==> src/rtl/tx_pkg.sv <==
// Shared types for the frame transmitter: FSM states, select encodings
// and the Hamming(7,4) encoder used to build the payload chip stream.
package tx_pkg;

    typedef enum logic [1:0] {
        IDLE,
        SYNC,
        PAYLOAD
    } state_e;

    localparam logic CODE_REP = 1'b0;
    localparam logic CODE_HAM = 1'b1;
    localparam logic LINE_NRZ = 1'b0;
    localparam logic LINE_MAN = 1'b1;

    // Codeword returned in transmit order: {p1, p2, d1, p3, d2, d3, d4}
    function automatic logic [6:0] hamming74(input logic [3:0] nib);
        logic d1, d2, d3, d4;
        d1 = nib[3];
        d2 = nib[2];
        d3 = nib[1];
        d4 = nib[0];
        return {d1 ^ d2 ^ d4, d1 ^ d3 ^ d4, d1, d2 ^ d3 ^ d4, d2, d3, d4};
    endfunction

endpackage

==> src/rtl/line_coder.sv <==
// Maps one chip plus its position within the chip period onto the line level
// (NRZ or Manchester). Purely combinational; the caller registers the result.
module line_coder
    import tx_pkg::*;
#(
    parameter int SPB   = 2,
    parameter int CYC_W = $clog2(SPB)
) (
    input  logic             chip_i,
    input  logic             line_sel_i,
    input  logic [CYC_W-1:0] cyc_i,
    output logic             line_o
);

    always_comb begin
        line_o = chip_i;
        if (line_sel_i == LINE_MAN) begin
            line_o = (cyc_i < CYC_W'(SPB / 2)) ? chip_i : ~chip_i;
        end
    end

endmodule

==> src/rtl/frame_transmitter.sv <==
// Serial frame transmitter: sync pattern followed by a repetition- or
// Hamming-coded payload, line coded as NRZ or Manchester, SPB cycles per chip.
module frame_transmitter
    import tx_pkg::*;
#(
    parameter int                DATA_W       = 8,
    parameter int                SYNC_W       = 8,
    parameter logic [SYNC_W-1:0] SYNC_PATTERN = 8'hA5,
    parameter int                SPB          = 2
) (
    input  logic              clk,
    input  logic              reset,
    input  logic [DATA_W-1:0] data_i,
    input  logic              in_valid,
    output logic              in_ready,
    input  logic              code_sel,
    input  logic              line_sel,
    output logic              data_o,
    output logic              tx_busy,
    output logic              frame_start
);

    localparam int PAY_W  = 3 * DATA_W;
    localparam int MAXC   = (SYNC_W > PAY_W) ? SYNC_W : PAY_W;
    localparam int CHIP_W = (MAXC > 1) ? $clog2(MAXC) : 1;
    localparam int CYC_W  = $clog2(SPB);

    localparam logic [CYC_W-1:0]  CYC_LAST  = CYC_W'(SPB - 1);
    localparam logic [CHIP_W-1:0] SYNC_LAST = CHIP_W'(SYNC_W - 1);
    localparam logic [CHIP_W-1:0] REP_LAST  = CHIP_W'(PAY_W - 1);
    localparam logic [CHIP_W-1:0] HAM_LAST  = CHIP_W'(7 * DATA_W / 4 - 1);

    state_e              state_q, state_d;
    logic [CYC_W-1:0]    cyc_q, cyc_d;
    logic [CHIP_W-1:0]   chip_q, chip_d;
    logic [SYNC_W-1:0]   sync_q, sync_d;
    logic [PAY_W-1:0]    pay_q, pay_d;
    logic                code_q, code_d;
    logic                line_q, line_d;
    logic                data_o_q, data_o_d;
    logic                busy_q, busy_d;
    logic                fs_q, fs_d;
    logic [PAY_W-1:0]    coded;
    logic                chip_val;
    logic                line_val;

    // Whole payload is channel coded at accept time, MSB-aligned, then shifted out
    always_comb begin
        coded = '0;
        if (code_sel == CODE_HAM) begin
            for (int n = 0; n < DATA_W / 4; n++) begin
                coded[PAY_W-1-7*n -: 7] = hamming74(data_i[DATA_W-1-4*n -: 4]);
            end
        end else begin
            for (int i = 0; i < DATA_W; i++) begin
                coded[PAY_W-1-3*i -: 3] = {3{data_i[DATA_W-1-i]}};
            end
        end
    end

    assign in_ready = (state_q == IDLE);

    always_comb begin
        state_d = state_q;
        cyc_d   = cyc_q;
        chip_d  = chip_q;
        sync_d  = sync_q;
        pay_d   = pay_q;
        code_d  = code_q;
        line_d  = line_q;
        fs_d    = 1'b0;
        case (state_q)
            IDLE: begin
                if (in_valid && in_ready) begin
                    state_d = SYNC;
                    cyc_d   = '0;
                    chip_d  = '0;
                    sync_d  = SYNC_PATTERN;
                    pay_d   = coded;
                    code_d  = code_sel;
                    line_d  = line_sel;
                    fs_d    = 1'b1;
                end
            end
            SYNC: begin
                if (cyc_q == CYC_LAST) begin
                    cyc_d = '0;
                    if (chip_q == SYNC_LAST) begin
                        state_d = PAYLOAD;
                        chip_d  = '0;
                    end else begin
                        chip_d = chip_q + CHIP_W'(1);
                        sync_d = sync_q << 1;
                    end
                end else begin
                    cyc_d = cyc_q + CYC_W'(1);
                end
            end
            PAYLOAD: begin
                if (cyc_q == CYC_LAST) begin
                    cyc_d = '0;
                    if (chip_q == ((code_q == CODE_HAM) ? HAM_LAST : REP_LAST)) begin
                        state_d = IDLE;
                        chip_d  = '0;
                    end else begin
                        chip_d = chip_q + CHIP_W'(1);
                        pay_d  = pay_q << 1;
                    end
                end else begin
                    cyc_d = cyc_q + CYC_W'(1);
                end
            end
            default: state_d = IDLE;
        endcase

        // Output is computed from next-state values so data_o lines up with the state it reflects
        chip_val = (state_d == SYNC) ? sync_d[SYNC_W-1] : pay_d[PAY_W-1];
        busy_d   = (state_d != IDLE);
        data_o_d = busy_d ? line_val : 1'b0;
    end

    line_coder #(
        .SPB   (SPB),
        .CYC_W (CYC_W)
    ) u_line_coder (
        .chip_i     (chip_val),
        .line_sel_i (line_d),
        .cyc_i      (cyc_d),
        .line_o     (line_val)
    );

    always_ff @(posedge clk or posedge reset) begin
        if (reset) begin
            state_q  <= IDLE;
            cyc_q    <= '0;
            chip_q   <= '0;
            sync_q   <= '0;
            pay_q    <= '0;
            code_q   <= CODE_REP;
            line_q   <= LINE_NRZ;
            data_o_q <= 1'b0;
            busy_q   <= 1'b0;
            fs_q     <= 1'b0;
        end else begin
            state_q  <= state_d;
            cyc_q    <= cyc_d;
            chip_q   <= chip_d;
            sync_q   <= sync_d;
            pay_q    <= pay_d;
            code_q   <= code_d;
            line_q   <= line_d;
            data_o_q <= data_o_d;
            busy_q   <= busy_d;
            fs_q     <= fs_d;
        end
    end

    assign data_o      = data_o_q;
    assign tx_busy     = busy_q;
    assign frame_start = fs_q;

endmodule

==> config.mk <==
export PLATFORM = sky130hd
export DESIGN_NAME = frame_transmitter
export DESIGN_NICKNAME = d
export VERILOG_FILES = /design/src/rtl/tx_pkg.sv /design/src/rtl/line_coder.sv /design/src/rtl/frame_transmitter.sv
export SDC_FILE = /design/constraint.sdc
export NUM_CORES = 1
export LEC_CHECK = 0
export BUFFER_PORTS_ARGS = -buffer_cell sky130_fd_sc_hd__buf_2
export CORE_ASPECT_RATIO = 1.5
export CORE_UTILIZATION = 59
export CTS_CLUSTER_DIAMETER = 30
export DETAILED_ROUTE_END_ITERATION = 12
export PLACE_DENSITY = 0.78
export SETUP_SLACK_MARGIN = 0.3
export SYNTH_ARGS = -nofsm -noshare
export SYNTH_HDL_FRONTEND = slang
export SYNTH_HIERARCHICAL = 1
export SYNTH_SLANG_ARGS = --single-unit
==> constraint.sdc <==
create_clock -name clk -period 2.94 [get_ports clk]
set_input_delay 0.588 -clock clk [delete_from_list [all_inputs] [get_ports clk]]
set_output_delay 0.588 -clock clk [all_outputs]
set_load 0.01 [all_outputs]
Yosys cells after proc, flatten, opt, wreduce, memory -nomap -nowiden

Cells that the tools add are included.

Bits in registers: 45
Memories kept: 0
Bits in latches: 0
Logic and storage cells: 83
RAM bits: 0
Bits in read-only memories: 0

Order comparisons: 1
Shifts and indexed selects: 0
Bitwise logic cells: 13
Eq/ne operators: 10
Muxes and demuxes: 34
Reductions and logical operators: 11
Div/mod/pow operators: 0
Add/subtract/negate cells: 2
$mul: 0

Operators by type and width:

| cell                  | number |
|---|---|
| $mux W24              | 3 |
| $pmux W24 S2          | 1 |
| $mux W5               | 6 |
| $mux W8               | 3 |
| $pmux W8 S2           | 1 |
| $pmux W5 S3           | 1 |
| $mux W14              | 1 |
| $reduce_and A4 Y1     | 3 |
| $xor A1 B1 Y1         | 12 |
| $mux W1               | 10 |
| $mux W10              | 1 |
| $mux W2               | 5 |
| $ne A2 B2 Y1 const B  | 4 |
| $pmux W2 S3           | 1 |
| $reduce_bool A2 Y1    | 3 |
| $add A5 B1 Y5 const B | 1 |
| $eq A5 B3 Y1 const B  | 1 |
| $eq A5 B5 Y1          | 1 |
| $eq A2 B1 Y1 const B  | 2 |
| $reduce_bool A3 Y1    | 1 |
| $eq A2 B2 Y1 const B  | 1 |
| $logic_not A2 Y1      | 1 |
| $ne A2 B1 Y1 const B  | 1 |
| $pmux W1 S2           | 1 |
| other kinds (6)       | 6 |

Logic depth before layout (Yosys ltp)

Depth after elaboration: 11
Mapped depth: 10
Gate-level depth less buffers: 9

Cells and area by module

The synthesis kept the hierarchy.

By module, submodules not included:

| module            | instances | cells each | seq. area each (sq um) | area each (sq um) |
|---|---|---|---|---|
| frame_transmitter | 1         | 260        | 1126.1                 | 2358.5 |
| line_coder        | 1         | 2          | 0.0                    | 12.5 |

Least setup slack after synthesis

OpenSTA, ideal clock, no wires.

Kind: register to register
From: reg state_q[0]
To: reg data_o_q (netlist: data_o)
Library setup time: 0.119 ns
Buffers on the path: 1
Arrival: 2.117 ns
Stages on the path, launching flop included: 11
Path slack: 0.704 ns
Path through: dfrtp_1 -> inv_1 -> ha_1 -> clkbuf_1 -> nand2b_1 -> nand3_1 -> o211a_1 -> a311oi_1 -> mux2_2 -> xnor2_1 -> o21a_1

Longest elaborated chain between the ends: 10
Elaborated cells between the ends (all ways): 27
Classes of those cells: 1 x order compare; 3 x eq/ne; 18 x mux; 1 x bitwise; 4 x reduce/logical

Ends and longest elaborated chain:

| item                   | line                     | text |
|---|---|---|
| start, declared        | frame_transmitter.sv:33  | `state_e state_q, state_d;` |
| start signal, assigned | frame_transmitter.sv:145 | `state_q <= state_d;` |
| $logic_not A2 Y1 (*)   | frame_transmitter.sv:61  | `assign in_ready = (state_q == IDLE);` |
| named net in_ready     | frame_transmitter.sv:15  | `output logic in_ready,` |
| $logic_and A1 B1 Y1    | frame_transmitter.sv:74  | `if (in_valid && in_ready) begin` |
| $mux W2                | frame_transmitter.sv:74  |  |
| $pmux W2 S3 (*)        | frame_transmitter.sv:72  | `case (state_q)` |
| named net state_d[1]   | frame_transmitter.sv:33  |  |
| $eq A2 B1 Y1 (*)       | frame_transmitter.sv:117 | `chip_val = (state_d == SYNC) ? sync_d[SYNC_W-1] : pay_d[PAY_W-1];` |
| $mux W1 (*)            | frame_transmitter.sv:117 |  |
| named net chip_val     | frame_transmitter.sv:44  | `logic chip_val;` |
| $not A1 Y1             | line_coder.sv:18         | `line_o = (cyc_i < CYC_W'(SPB / 2)) ? chip_i : ~chip_i;` |
| $mux W1                | line_coder.sv:18         |  |
| $mux W1 (*)            | line_coder.sv:17         | `if (line_sel_i == LINE_MAN) begin` |
| named net line_val     | frame_transmitter.sv:45  | `logic line_val;` |
| $mux W1 (*)            | frame_transmitter.sv:119 | `data_o_d = busy_d ? line_val : 1'b0;` |
| named net data_o_d     | frame_transmitter.sv:40  | `logic data_o_q, data_o_d;` |
| end signal, assigned   | frame_transmitter.sv:152 | `data_o_q <= data_o_d;` |
| end, declared          | frame_transmitter.sv:40  |  |

Mark *: on every way through the listed nets, which the timed path passes. The rest lies on a longest branch. The select of a mux whose other input is x is not followed.
A chain may end at the register's enable or synchronous reset.

Worst setup path after layout

From: reg state_q[0]
To: reg data_o_q (netlist: data_o)

Longest elaborated chain between the ends: 10
Elaborated cells between the ends (all ways): 27
Classes of those cells: 1 x order compare; 3 x eq/ne; 18 x mux; 1 x bitwise; 4 x reduce/logical

Ends and longest elaborated chain:

| item                 | line |
|---|---|
| $logic_not A2 Y1     | frame_transmitter.sv:61, frame_transmitter.sv:72 |
| $logic_and A1 B1 Y1  | frame_transmitter.sv:74 |
| $mux W2              | frame_transmitter.sv:74 |
| $pmux W2 S3 (*)      | frame_transmitter.sv:72 |
| named net state_d[1] | frame_transmitter.sv:33 |
| $eq A2 B1 Y1 (*)     | frame_transmitter.sv:117 |
| $mux W1 (*)          | frame_transmitter.sv:117 |
| named net chip_val   | frame_transmitter.sv:44 |
| $not A1 Y1           | line_coder.sv:18 |
| $mux W1              | line_coder.sv:18 |
| $mux W1 (*)          | line_coder.sv:17 |
| named net line_val   | frame_transmitter.sv:45 |
| $mux W1 (*)          | frame_transmitter.sv:119 |
| named net data_o_d   | frame_transmitter.sv:40 |

Marked as above.

==> key figures <==
Run
  – Max Cap Viol: 0

Drt
  – Final ANT Viol Nets: 0
  – Iter 0 DRT Violations: 51
  – Total Wirelength: around 4800 µm
  – WL/cell: 14.9 µm
  – Vias per cell: between 5 and 6
  – Vias: around 1900
  – DRT Pass-1 Iters: 4
  – DRC Markers: 0

Yosys
  – Synthesis Warnings: 6
  – Post-synth EDFFs: 0
  – Async set-reset flop share out of synthesis: between 90% and 100%
  – Syn_area_per_cell: slightly above 9 µm²
  – Cells after synthesis: approximately 260
  – Synth Register Bits: 45
  – Post-synthesis mux area share: under 10%
  – Commonest cells in the netlist: dfrtp_1, a21oi_1, nand2_1, nor2_1
  – Compound-cell area share of the yosys netlist: a little over a fifth
  – Synthesized Nets: 280
  – Adder-cell share of the synthesized area: about 2.6%
  – Top cell type's share of synthesized area: between 40% and 50%
  – Post-Syn Area: around 2400 µm²
  – Leading area contributor after synthesis: dfrtp_1
  – Sequential share of the synthesized area: a little under half
  – Largest family of logic cells by synthesized area: compound AO/OA/AOI/OAI gates
  – Post-Synth XOR/XNOR Area: between 3 and 4%
  – Synth top area cells: dfrtp_1, a21oi_1, nand2_1, nor2_1, ha_1
  – Count leader, synth: dfrtp_1
  – Post-synthesis simple-gate area fraction: around 18%
  – Count of cell types in the netlist: 47
  – Main synth FF type: dfrtp_1

STA
  – Final setup TNS: 0 ns
  – Worst clock skew: between 0.006 and 0.007 ns
  – Crit path time final: 2.47 ns
  – Worst Tran Pin Value: between 1 and 1.5 ns
  – Fmax: just over 0.4 GHz
  – Setup ws final: between 0.4 and 0.5 ns
  – Setup Viol. Count Final: 0
  – Slew Viols, Final: 0
  – Relative slew slack: approximately a quarter
  – Final Hold Vio Count: 0
  – Final period util: 84.1%
  – RSZ-0062 raised after global routing: no

Global routing
  – Met3 Use GR: ~2.9%
  – Largest net degree at the start of global routing: 33
  – Initial antenna violation count: 0
  – Vias in the first global route: 1890
  – First-pass GRT wire length: just over 8000 µm
  – Met2 track demand over resource: a little under half
  – Global route hottest layer: met2
  – Met1 Usage GRT: between 20% and 30%
  – Grt ovf: 0
  – GRT Util Overall: 26.0%

Power and ir drop
  – Reg power frac: a little over two fifths
  – Comb power frac: 41.1%
  – Power per cell area: between 900 and 1000 nW/µm²
  – Pint: between 0.001 and 0.0015 W
  – Net Sw Power: around 0.00094 W
  – Sw frac: about two fifths
  – Leak pwr: roughly 1.2 nW
  – Peak supply drop: 0.622 mV
  – Total chip power: roughly 0.0024 W
  – Clock power frac: between 15 and 20%

Final layout
  – Ant. Diodes: 0
  – Area growth syn-to-layout: 7.86%
  – Finished Cell Area: 2560 µm²
  – Layout cell share with drive strength beyond 1: roughly 13%
  – Post-layout nets: around 290
  – Layout fillers: 321

Clock network
  – Clock tree buffer depth: 2
  – TritonCTS Buffers: 5
  – Post-cts sizing count: 0
  – Post-CTS setup buffer count: 0
  – Clock tree sinks: 45
  – Htree depth: 2
  – CTS root buf: clkbuf_8
  – # hold bufs at CTS: 0
  – Clk_lat worst skew: 0.29 ns
  – CTS tree: done
  – CTS clk-pin slew, worst paths: 0.08 ns

Hold path
  – Hold WC Path Type: primary input to async pin

Setup path
  – Crit path max fanout: 12
  – Crit path max-delay cell type: dfrtp_1
  – Launch point of the worst reg-to-reg path: state_q[0]
  – CP Cell Sequence: inv_1 > ha_1 > nor2b_1 > o31a_1 > o211a_1 > a311oi_1 > mux2_2 > xnor2_1 > o21a_1
  – CP arrival: ~2.7 ns
  – Slowest stage delay, CP: just under 0.4 ns
  – CP startpoint kind: flip-flop
  – Worst reg-to-reg setup slack: 0.47 ns
  – Worst setup startpoint: state_q[0]
  – FF-to-FF path depth: 9
  – Crit path capture: data_o
  – R2r endpoint: data_o
  – Setup CP Type: flip-flop to flip-flop
  – CP endpoint kind: flip-flop
  – CP required: between 3 and 4 ns

Die
  – # rows: 27
  – Die width: around 54 µm
  – Core Box Area: roughly 3700 µm²
  – Full die area: roughly 4300 µm²
  – Chip height: about 80 µm
  – Ports: 17
  – Initial core utilization: a little over three fifths

Place
  – Placed cell area: between 2000 and 2500 µm²
  – Post-DP HPWL: approximately 3500 µm
  – # port buffers: 16
  – Routability cong.: roughly 0.86
  – DP Worst Slack: 0.512 ns

Outcome
  – Run status: completed
## registers in the layout (all words and copies together), names as in the netlist, 2 cells and up
register and cells:
sync_q 8, pay_q 24, chip_q 5, state_q 2
## power groups by stage
stage          Clock [W]  Sequential [W]  Combinational (W)
2_1_floorplan          0         0.00101           0.000796
3_3_place_gp           0         0.00105           0.000963
3_5_place_dp           0         0.00106           0.000990
4_1_cts         0.000373         0.00105           0.000989
5_1_grt         0.000394         0.00108            0.00113
6_report        0.000362         0.00105           0.000985
## layout make-up
type	count	area, µm²	share of cell area, %
Inverter	11	41.3	1.61
Timing Repair Buffer	21	118	4.60
Clock inverter	2	10.0	0.391
Tap cell	43	53.8	2.10
Sequential cell	45	1130	44.0
Multi-Input combinational cell	192	1140	44.4
Clock buffer	6	72.6	2.84
## worst min path at each step
stage	startpoint	to	slack, ns	depth (start not counted)
4_1_cts	reset	sync_q[0]	0.46	2
2_1_floorplan	line_q	line_q	0.44	2
6_report	reset	pay_q[5]	0.44	2
3_3_place_gp	line_q	line_q	0.46	2
5_1_grt	reset	pay_q[5]	0.51	2
3_5_place_dp	line_q	line_q	0.48	2
## kinds of logic (layout without fill, tap and decap cells)
logic type / count (synthesis) / count (layout)
DFF: 45 / 45
adders and majority gates: 5 / 5
xor gates and xnor gates: 9 / 9
buffers and inverters: 25 / 40
AOI/OAI and AO/OA: 83 / 83
muxes: 5 / 5
and+or+nand+nor: 90 / 90
## layout by cell type (no fill, tap or decap), types with 4 or more instances in the layout
cell	count
dfrtp_1	45
a21oi_1	42
nand2_1	30
nor2_1	29
buf_2	16
o21ai_0	10
inv_1	9
nand3_1	8
a22oi_1	6
xnor2_1	5
ha_1	5
clkbuf_8	5
buf_4	5
xor2_1	4
a31oi_1	4
a21o_1	4
## critical path, delay by kind of cell (launching register included)
| family | cells | cell delay, ns |
|---|---|---|
| buf+inv | 1 | 0.08 |
| flops | 1 | 0.39 |
| fa+ha+maj | 1 | 0.33 |
| xor+xnor | 1 | 0.15 |
| compound gates | 4 | 0.85 |
| simple gates | 1 | 0.25 |
| mux | 1 | 0.38 |
## layer usage
| metal | vias up | part of all wire (%) |
|---|---|---|
| li1 | 939 | - |
| met4 | 0 | 2.6 |
| met5 | - | 0 |
| met1 | 928 | 42 |
| met3 | 9 | 2.1 |
| met2 | 31 | 54 |
## per-stage QoR
step | cells | util, % | hold WS, ns
5_1_grt | 320 | 68.2 | 0.511
3_5_place_dp | 312 | 66.0 | 0.477
4_1_cts | 320 | 68.2 | 0.465
3_3_place_gp | 312 | 66.0 | 0.465
6_report | 320 | 68.2 | 0.441
2_1_floorplan | 262 | - | 0.441
(Power assumes the default switching activity.)
